## config.mk

```make
export PLATFORM = sky130hd
export DESIGN_NAME = seq_playback_ctrl
export DESIGN_NICKNAME = d
export VERILOG_FILES = /design/src/rtl/seq_playback_ctrl.sv
export SDC_FILE = /design/constraint.sdc
export NUM_CORES = 1
export LEC_CHECK = 0
export ABC_AREA = 1
export CAP_MARGIN = 30
export CELL_PAD_IN_SITES_DETAIL_PLACEMENT = 2
export CELL_PAD_IN_SITES_GLOBAL_PLACEMENT = 2
export CORE_UTILIZATION = 32
export DETAILED_ROUTE_END_ITERATION = 12
export PLACE_DENSITY_LB_ADDON = 0.08
export SLEW_MARGIN = 5
export SYNTH_ARGS = -nofsm -noshare
export SYNTH_HDL_FRONTEND = slang
export SYNTH_SLANG_ARGS = --single-unit
```

## constraint.sdc

```tcl
create_clock -name clk -period 1.8 [get_ports clk]
set_input_delay 0.36 -clock clk [delete_from_list [all_inputs] [get_ports clk]]
set_output_delay 0.36 -clock clk [all_outputs]
set_load 0.05 [all_outputs]
```

## src/rtl/seq_playback_ctrl.sv

```systemverilog
// -----------------------------------------------------------------------------
// seq_playback_ctrl
//
// Sequence game controller. Each round appends one random move to the stored
// sequence, plays the whole sequence back as timed tones, then checks the
// player's button presses against it. A wrong press loses the game. Completing
// a sequence of MAX_LEN moves wins it.
//
// Configuration macro:
//   SEQ_TIMEOUT_EN - when defined, TIMEOUT_TICKS ticks in the input-wait state
//                    without a press lose the game. When undefined the
//                    controller waits for input indefinitely.
//
// Parameters:
//   MAX_LEN       - maximum sequence length (2..32)
//   ON_TICKS      - ticks a playback tone is held on
//   OFF_TICKS     - ticks of silence after each playback tone
//   TIMEOUT_TICKS - player-input timeout in ticks (SEQ_TIMEOUT_EN only)
//
// Ports:
//   clk         in   system clock, rising edge
//   reset       in   asynchronous reset, active low
//   tick        in   one-cycle timing strobe
//   start       in   one-cycle new-game request (IDLE/WIN/LOSE only)
//   rand_val    in   random move source; named rand_val because rand is a
//                    reserved word
//   btn_num     in   player button number
//   btn_pressed in   player press level
//   simon_turn  out  high while a move is added or the sequence is played back
//   out_num     out  move number to the LED/tone path
//   out_pressed out  LED/tone enable
//   game_over   out  high in the lose state
//   win         out  high in the win state
//   level       out  current sequence length
// -----------------------------------------------------------------------------
module seq_playback_ctrl #(
  parameter int unsigned MAX_LEN       = 16,
  parameter int unsigned ON_TICKS      = 2,
  parameter int unsigned OFF_TICKS     = 1,
  parameter int unsigned TIMEOUT_TICKS = 8
) (
  input  logic       clk,
  input  logic       reset,
  input  logic       tick,
  input  logic       start,
  input  logic [1:0] rand_val,
  input  logic [1:0] btn_num,
  input  logic       btn_pressed,
  output logic       simon_turn,
  output logic [1:0] out_num,
  output logic       out_pressed,
  output logic       game_over,
  output logic       win,
  output logic [5:0] level
);

  localparam int unsigned LenW = 6;
  localparam int unsigned IdxW = $clog2(MAX_LEN);

  // One tick counter is shared by every timed state, so it is sized for the
  // largest tick parameter.
  localparam int unsigned MaxOnOff = (ON_TICKS > OFF_TICKS) ? ON_TICKS : OFF_TICKS;
  localparam int unsigned MaxTicks = (MaxOnOff > TIMEOUT_TICKS) ? MaxOnOff : TIMEOUT_TICKS;
  localparam int unsigned CntW     = $clog2(MaxTicks + 1);

  localparam logic [CntW-1:0] OnLast  = CntW'(ON_TICKS - 1);
  localparam logic [CntW-1:0] OffLast = CntW'(OFF_TICKS - 1);
`ifdef SEQ_TIMEOUT_EN
  localparam logic [CntW-1:0] TimeoutLast = CntW'(TIMEOUT_TICKS - 1);
`endif

  typedef enum logic [2:0] {
    StIdle,
    StAdd,
    StPlayOn,
    StPlayOff,
    StWaitIn,
    StRelease,
    StWin,
    StLose
  } state_e;

  state_e            state_q, state_d;
  logic [LenW-1:0]   len_q, len_d;
  logic [IdxW-1:0]   idx_q, idx_d;
  logic [CntW-1:0]   cnt_q, cnt_d;
  logic              btn_prev_q;
  logic              mem_we;
  logic              press;
  logic              idx_last;
  logic [1:0]        mem_rd;

  // Move storage. Not reset: every location is written by ADD before idx can
  // reach it, so stale contents are never visible.
  logic [1:0] mem [MAX_LEN];

  always_ff @(posedge clk) begin
    if (mem_we) begin
      mem[len_q[IdxW-1:0]] <= rand_val;
    end
  end

  assign mem_rd = mem[idx_q];

  // A press is a rising edge of the button level. Because btn_prev_q tracks
  // the button in every state, a level held across entry into WAIT_IN has no
  // edge and is not taken as a press.
  assign press    = btn_pressed & ~btn_prev_q;
  assign idx_last = (LenW'(idx_q) == (len_q - LenW'(1)));

  always_ff @(posedge clk or negedge reset) begin
    if (!reset) begin
      state_q    <= StIdle;
      len_q      <= '0;
      idx_q      <= '0;
      cnt_q      <= '0;
      btn_prev_q <= 1'b0;
    end else begin
      state_q    <= state_d;
      len_q      <= len_d;
      idx_q      <= idx_d;
      cnt_q      <= cnt_d;
      btn_prev_q <= btn_pressed;
    end
  end

  always_comb begin
    state_d = state_q;
    len_d   = len_q;
    idx_d   = idx_q;
    cnt_d   = cnt_q;
    mem_we  = 1'b0;

    unique case (state_q)
      StIdle, StWin, StLose: begin
        if (start) begin
          len_d   = '0;
          idx_d   = '0;
          state_d = StAdd;
        end
      end

      StAdd: begin
        mem_we  = 1'b1;
        len_d   = len_q + LenW'(1);
        idx_d   = '0;
        state_d = StPlayOn;
      end

      StPlayOn: begin
        if (tick) begin
          if (cnt_q == OnLast) begin
            state_d = StPlayOff;
          end else begin
            cnt_d = cnt_q + CntW'(1);
          end
        end
      end

      StPlayOff: begin
        if (tick) begin
          if (cnt_q == OffLast) begin
            if (idx_last) begin
              idx_d   = '0;
              state_d = StWaitIn;
            end else begin
              idx_d   = idx_q + IdxW'(1);
              state_d = StPlayOn;
            end
          end else begin
            cnt_d = cnt_q + CntW'(1);
          end
        end
      end

      StWaitIn: begin
        // A press wins over a timeout expiring in the same cycle.
        if (press) begin
          state_d = (btn_num == mem_rd) ? StRelease : StLose;
        end
`ifdef SEQ_TIMEOUT_EN
        else if (tick) begin
          if (cnt_q == TimeoutLast) begin
            state_d = StLose;
          end else begin
            cnt_d = cnt_q + CntW'(1);
          end
        end
`endif
      end

      StRelease: begin
        if (!btn_pressed) begin
          if (!idx_last) begin
            idx_d   = idx_q + IdxW'(1);
            state_d = StWaitIn;
          end else if (len_q == LenW'(MAX_LEN)) begin
            state_d = StWin;
          end else begin
            state_d = StAdd;
          end
        end
      end

      default: state_d = StIdle;
    endcase

    // Every state starts its tick count from zero.
    if (state_d != state_q) begin
      cnt_d = '0;
    end
  end

  // While the controller is not playing, the LED/tone path follows the player.
  always_comb begin
    simon_turn  = 1'b0;
    out_num     = btn_num;
    out_pressed = btn_pressed;
    unique case (state_q)
      StAdd: begin
        simon_turn  = 1'b1;
        out_num     = 2'b00;
        out_pressed = 1'b0;
      end
      StPlayOn: begin
        simon_turn  = 1'b1;
        out_num     = mem_rd;
        out_pressed = 1'b1;
      end
      StPlayOff: begin
        simon_turn  = 1'b1;
        out_num     = mem_rd;
        out_pressed = 1'b0;
      end
      default: ;
    endcase
  end

  assign game_over = (state_q == StLose);
  assign win       = (state_q == StWin);
  assign level     = len_q;

endmodule

```

==> summary.txt <==
Run status
  • Outcome: finished with violations
  • Violations in the final reports: setup timing

Power and ir drop
  • Share of total power in the clock network: 0.077
  • Relative contribution of sequential cells to total power: 0.164
  • Internal power: 4.66 mW
  • Combinational share of power: 0.759
  • Switching power: around 4.8 mW
  • Leakage power figure: approximately 2.1 nW
  • Share of total power consumed by net switching: 0.505
  • Highest ir drop seen on vdd: around 0.97 mV
  • Power Dens Cells: 1920 nW/µm²

Synth
  • Post-synth top area cell: sky130_fd_sc_hd__edfxtp_1
  • Largest family of logic cells by synthesized area: simple AND/OR/NAND/NOR gates
  • Syn Std Cell Area: 3100 µm²
  • Flip-flop and latch count after synthesis: 50
  • Yosys warning total: 0
  • Fraction of synthesized area in multiplexers: 0
  • Mean post-synth cell area: approximately 8.3 µm²
  • Share of synthesized area occupied by flip-flops and latches: 0.456
  • Fraction of post-synthesis cell area in the top cell type by area: 0.310
  • Count of mapped cells out of synthesis: between 300 and 400
  • Adder-cell area share of the yosys netlist: 0.0404
  • Fraction of synthesized cell area in xor and xnor cells: 0.0141
  • Yosys cell types: 37
  • Basic-gate share of the synthesized area counting and, or, nand and nor cells: 0.331
  • Synth Area in Compound Gates: 0.0679
  • Dominant cells by area after synthesis: sky130_fd_sc_hd__edfxtp_1 (31%), sky130_fd_sc_hd__dfrtp_1 (15%), sky130_fd_sc_hd__nand2_1 (12%)
  • Nets in the synthesized netlist: between 300 and 400

Clock network
  • Clk sinks: 50
  • H-tree Lvls: 2
  • Root buffer cell: sky130_fd_sc_hd__clkbuf_8
  • Worst-case clock buffer depth: 2
  • Clk_lat worst skew: 0.33 ns
  • Clock transition at path regs: between 0.1 and 0.15 ns
  • Total CTS buffers: 5
  • Clock tree from TritonCTS: done

Setup path
  • Critical Path Most Common Cell: sky130_fd_sc_hd__nand2_1
  • Required time of the critical path: roughly 2.1 ns
  • Reg-to-reg critical path endpoint: cnt_q[0]
  • Max stage delay on crit path: about 0.45 ns
  • Ordered list of cells on the worst path: inv_4 > ha_4 > inv_4 > nand2_4 > nand3_2 > nand2_1 > nand2_1 > nor2_2 > nand4_1 > nand2_1 > nand2_2 > nand3_1 > nand2_1 > nor2_2 > nand2_4 > nor2_4
  • Origin of the critical flop-to-flop path: level[1]
  • Cell at the slowest stage of the critical path: sky130_fd_sc_hd__dfrtp_2
  • Worst Setup Start Kind: register
  • Type of the worst setup path: reg2reg
  • Internal reg-to-reg setup slack: -0.62 ns
  • Maximum fanout count along the critical path: 6
  • Register-to-Register Path Depth: 16
  • CP Capture Type: register
  • Critical path data arrival time: around 2.7 ns

Min path
  • HP Class: in2async

Timing
  • Worst Skew: about 0.014 ns
  • Count of final hold-check violations: 0
  • Unrepaired setup endpoints after global routing: true
  • Slew at the pin closest to its max-slew limit: 0.648 ns
  • Total negative slack: -6.10 ns
  • Clock period minus final worst setup slack: 2.42 ns
  • Worst Setup Slack, final: -0.621 ns
  • F_max: 0.413 GHz
  • Worst slew margin relative to its limit: 0.567
  • Final-report max-slew violation count: 0
  • # setup viols final: 18
  • Share of the clock period used by the worst path: 1.35

Drt
  • Total via count after detailed routing: 3190
  • Antenna-violating nets left: 0
  • Met3 wire length: just over 500 µm
  • DR iter-0 viols: 83
  • DR WL/cell: about 24 µm
  • Via count normalized by instance count: ~5
  • DRC viols: 0
  • Wl on met1: roughly 5.9 mm
  • Highest metal layer used by the detailed router: met4
  • Met2 wire len: 7.89 mm
  • First-pass iteration count of the detailed router: 4
  • Aggregate routed wire length: around 15 mm

Floorplanning
  • Core Footprint: a little over 9000 µm²
  • DIE WIDTH: approximately 100 µm
  • Die area: about 10000 µm²
  • Std cell rows: 35
  • Total I/O pin count: 21
  • Chip height: between 100 and 150 µm
  • Starting Density: 0.332

Placed design
  • Number of port buffers: 20
  • Weighted congestion reported at the end of routability-driven placement: 0.785
  • Detailed-placement wirelength estimate: around 8.2 mm

Layout
  • Area of combinational cells with multiple inputs: between 1500 and 2000 µm²
  • Leading cell type in the layout, fill and taps excluded: sky130_fd_sc_hd__buf_4
  • Layout area overhead: 58.0%
  • Number of inserted diodes: 0
  • Highest-count cells in the layout ignoring fill and taps: sky130_fd_sc_hd__buf_4 (73), sky130_fd_sc_hd__nand2_1 (71), sky130_fd_sc_hd__edfxtp_1 (32), sky130_fd_sc_hd__nor2_1 (31), sky130_fd_sc_hd__inv_1 (27)
  • Final net count: approximately 500
  • Fill cell instance count of the final layout: about 990
  • Sequential cell area in the final layout: 1420 µm²
  • Utilization after layout: 0.525
  • Ratio of cells with drive above 1 in the final layout: 0.508

Flow run
  • Number of max-capacitance violations reported: 0

Global route
  • Overall global routing resource usage: 0.243
  • First-pass GRT wire length: 18.1 mm
  • Number of global-route vias before repair: around 3300
  • Antenna violations before repair: 0
  • GRT Residual Overflow: 0
  • Pin count of the biggest net entering global routing: 19
[cells by family (layout without fill, tap and decap cells)]
family / Yosys count / after routing
AND/OR/NAND/NOR: 216 / 216
buffers and inverters: 57 / 173
flip-flops: 50 / 50
AO/OA/AOI/OAI: 36 / 36
adder cells (fa/ha/maj): 10 / 10
XOR/XNOR: 5 / 5
[power by group through the flow]
| stage | Combinational (mW) | Sequential, mW | Clock (mW) |
|---|---|---|---|
| 3_3_place_gp | 4.67 | 1.52 | 0 |
| 5_1_grt | 7.52 | 1.56 | 0.773 |
| 2_1_floorplan | 2.67 | 1.63 | 0 |
| 4_1_cts | 5.57 | 1.52 | 0.722 |
| 3_5_place_dp | 4.84 | 1.53 | 0 |
| 6_report | 7.14 | 1.54 | 0.728 |
[what timing repair did]
| action | CTS | global route |
|---|---|---|
| setup buffers | 10 | 25 |
| gates cloned | 1 | 0 |
| endpoints found under the setup margin | 21 | 21 |
| hold buffers | 0 | 0 |
| pin swaps | 13 | 44 |
| resized for setup | 60 | 96 |
[layer usage]
metal / vias up / track usage
met5: - / 0
met4: 0 / 0.0435
met3: 43 / 0.0355
met2: 89 / 0.430
met1: 1616 / 0.317
li1: 1442 / -
[cell type report]
cell class / count / share of cell area
timing repair buffer: 117 / 0.235
clock buffer: 5 / 0.0141
clock inverter: 3 / 0.00409
multi-input combinational: 267 / 0.377
inverter: 48 / 0.0463
tap: 129 / 0.0330
sequential: 50 / 0.290
[synthesized netlist by cell type, drive strengths merged]
master,instances
nor4,1
o22ai,1
nand4,4
clkinv,1
nand3,38
o21ai,21
a21oi,10
nand2,105
dfrtp,18
o211ai,4
inv,47
nand3b,1
or2,1
nor3,9
xor2,5
buf,9
edfxtp,32
nor2,54
ha,10
nor3b,3
[worst max-delay path by stage]
stage | cells past startpoint | end | slack [ns] | start
after floorplan | 16 | cnt_q[1] | -0.21 | level[0]
after global placement | 15 | cnt_q[1] | -0.25 | level[2]
after detailed placement | 15 | cnt_q[1] | -0.32 | level[2]
after CTS | 11 | out_num[0] | -0.39 | idx_q[0]
after global routing | 16 | cnt_q[0] | -0.72 | level[1]
final | 16 | cnt_q[0] | -0.62 | level[1]
[per-stage QoR]
stage | setup slack, ns | total power [mW] | std cells | hold WS, ns | area [µm²]
2_1_floorplan | -0.207 | 4.29 | 374 | 0.0644 | 3150
3_3_place_gp | -0.253 | 6.19 | 579 | 0.658 | 3990
3_5_place_dp | -0.315 | 6.37 | 579 | 0.664 | 3990
4_1_cts | -0.388 | 7.81 | 598 | 0.413 | 4380
5_1_grt | -0.721 | 9.85 | 619 | 0.435 | 4890
6_report | -0.621 | 9.41 | 619 | 0.426 | 4890
[worst max-delay path, delay by kind of cell, from the launching register on]
family / cells / cell delay (ns)
AND/OR/NAND/NOR: 13 / 1.58
adder cells (fa/ha/maj): 1 / 0.20
buffers and inverters: 2 / 0.14
flip-flops: 1 / 0.45
[registers in the layout, summed over array words and instances (netlist names)]
name	flops
btn_prev_q	1
state_q	3
idx_q	4
mem	32
cnt_q	4
level	6
Power figures use the tool's default switching activity.
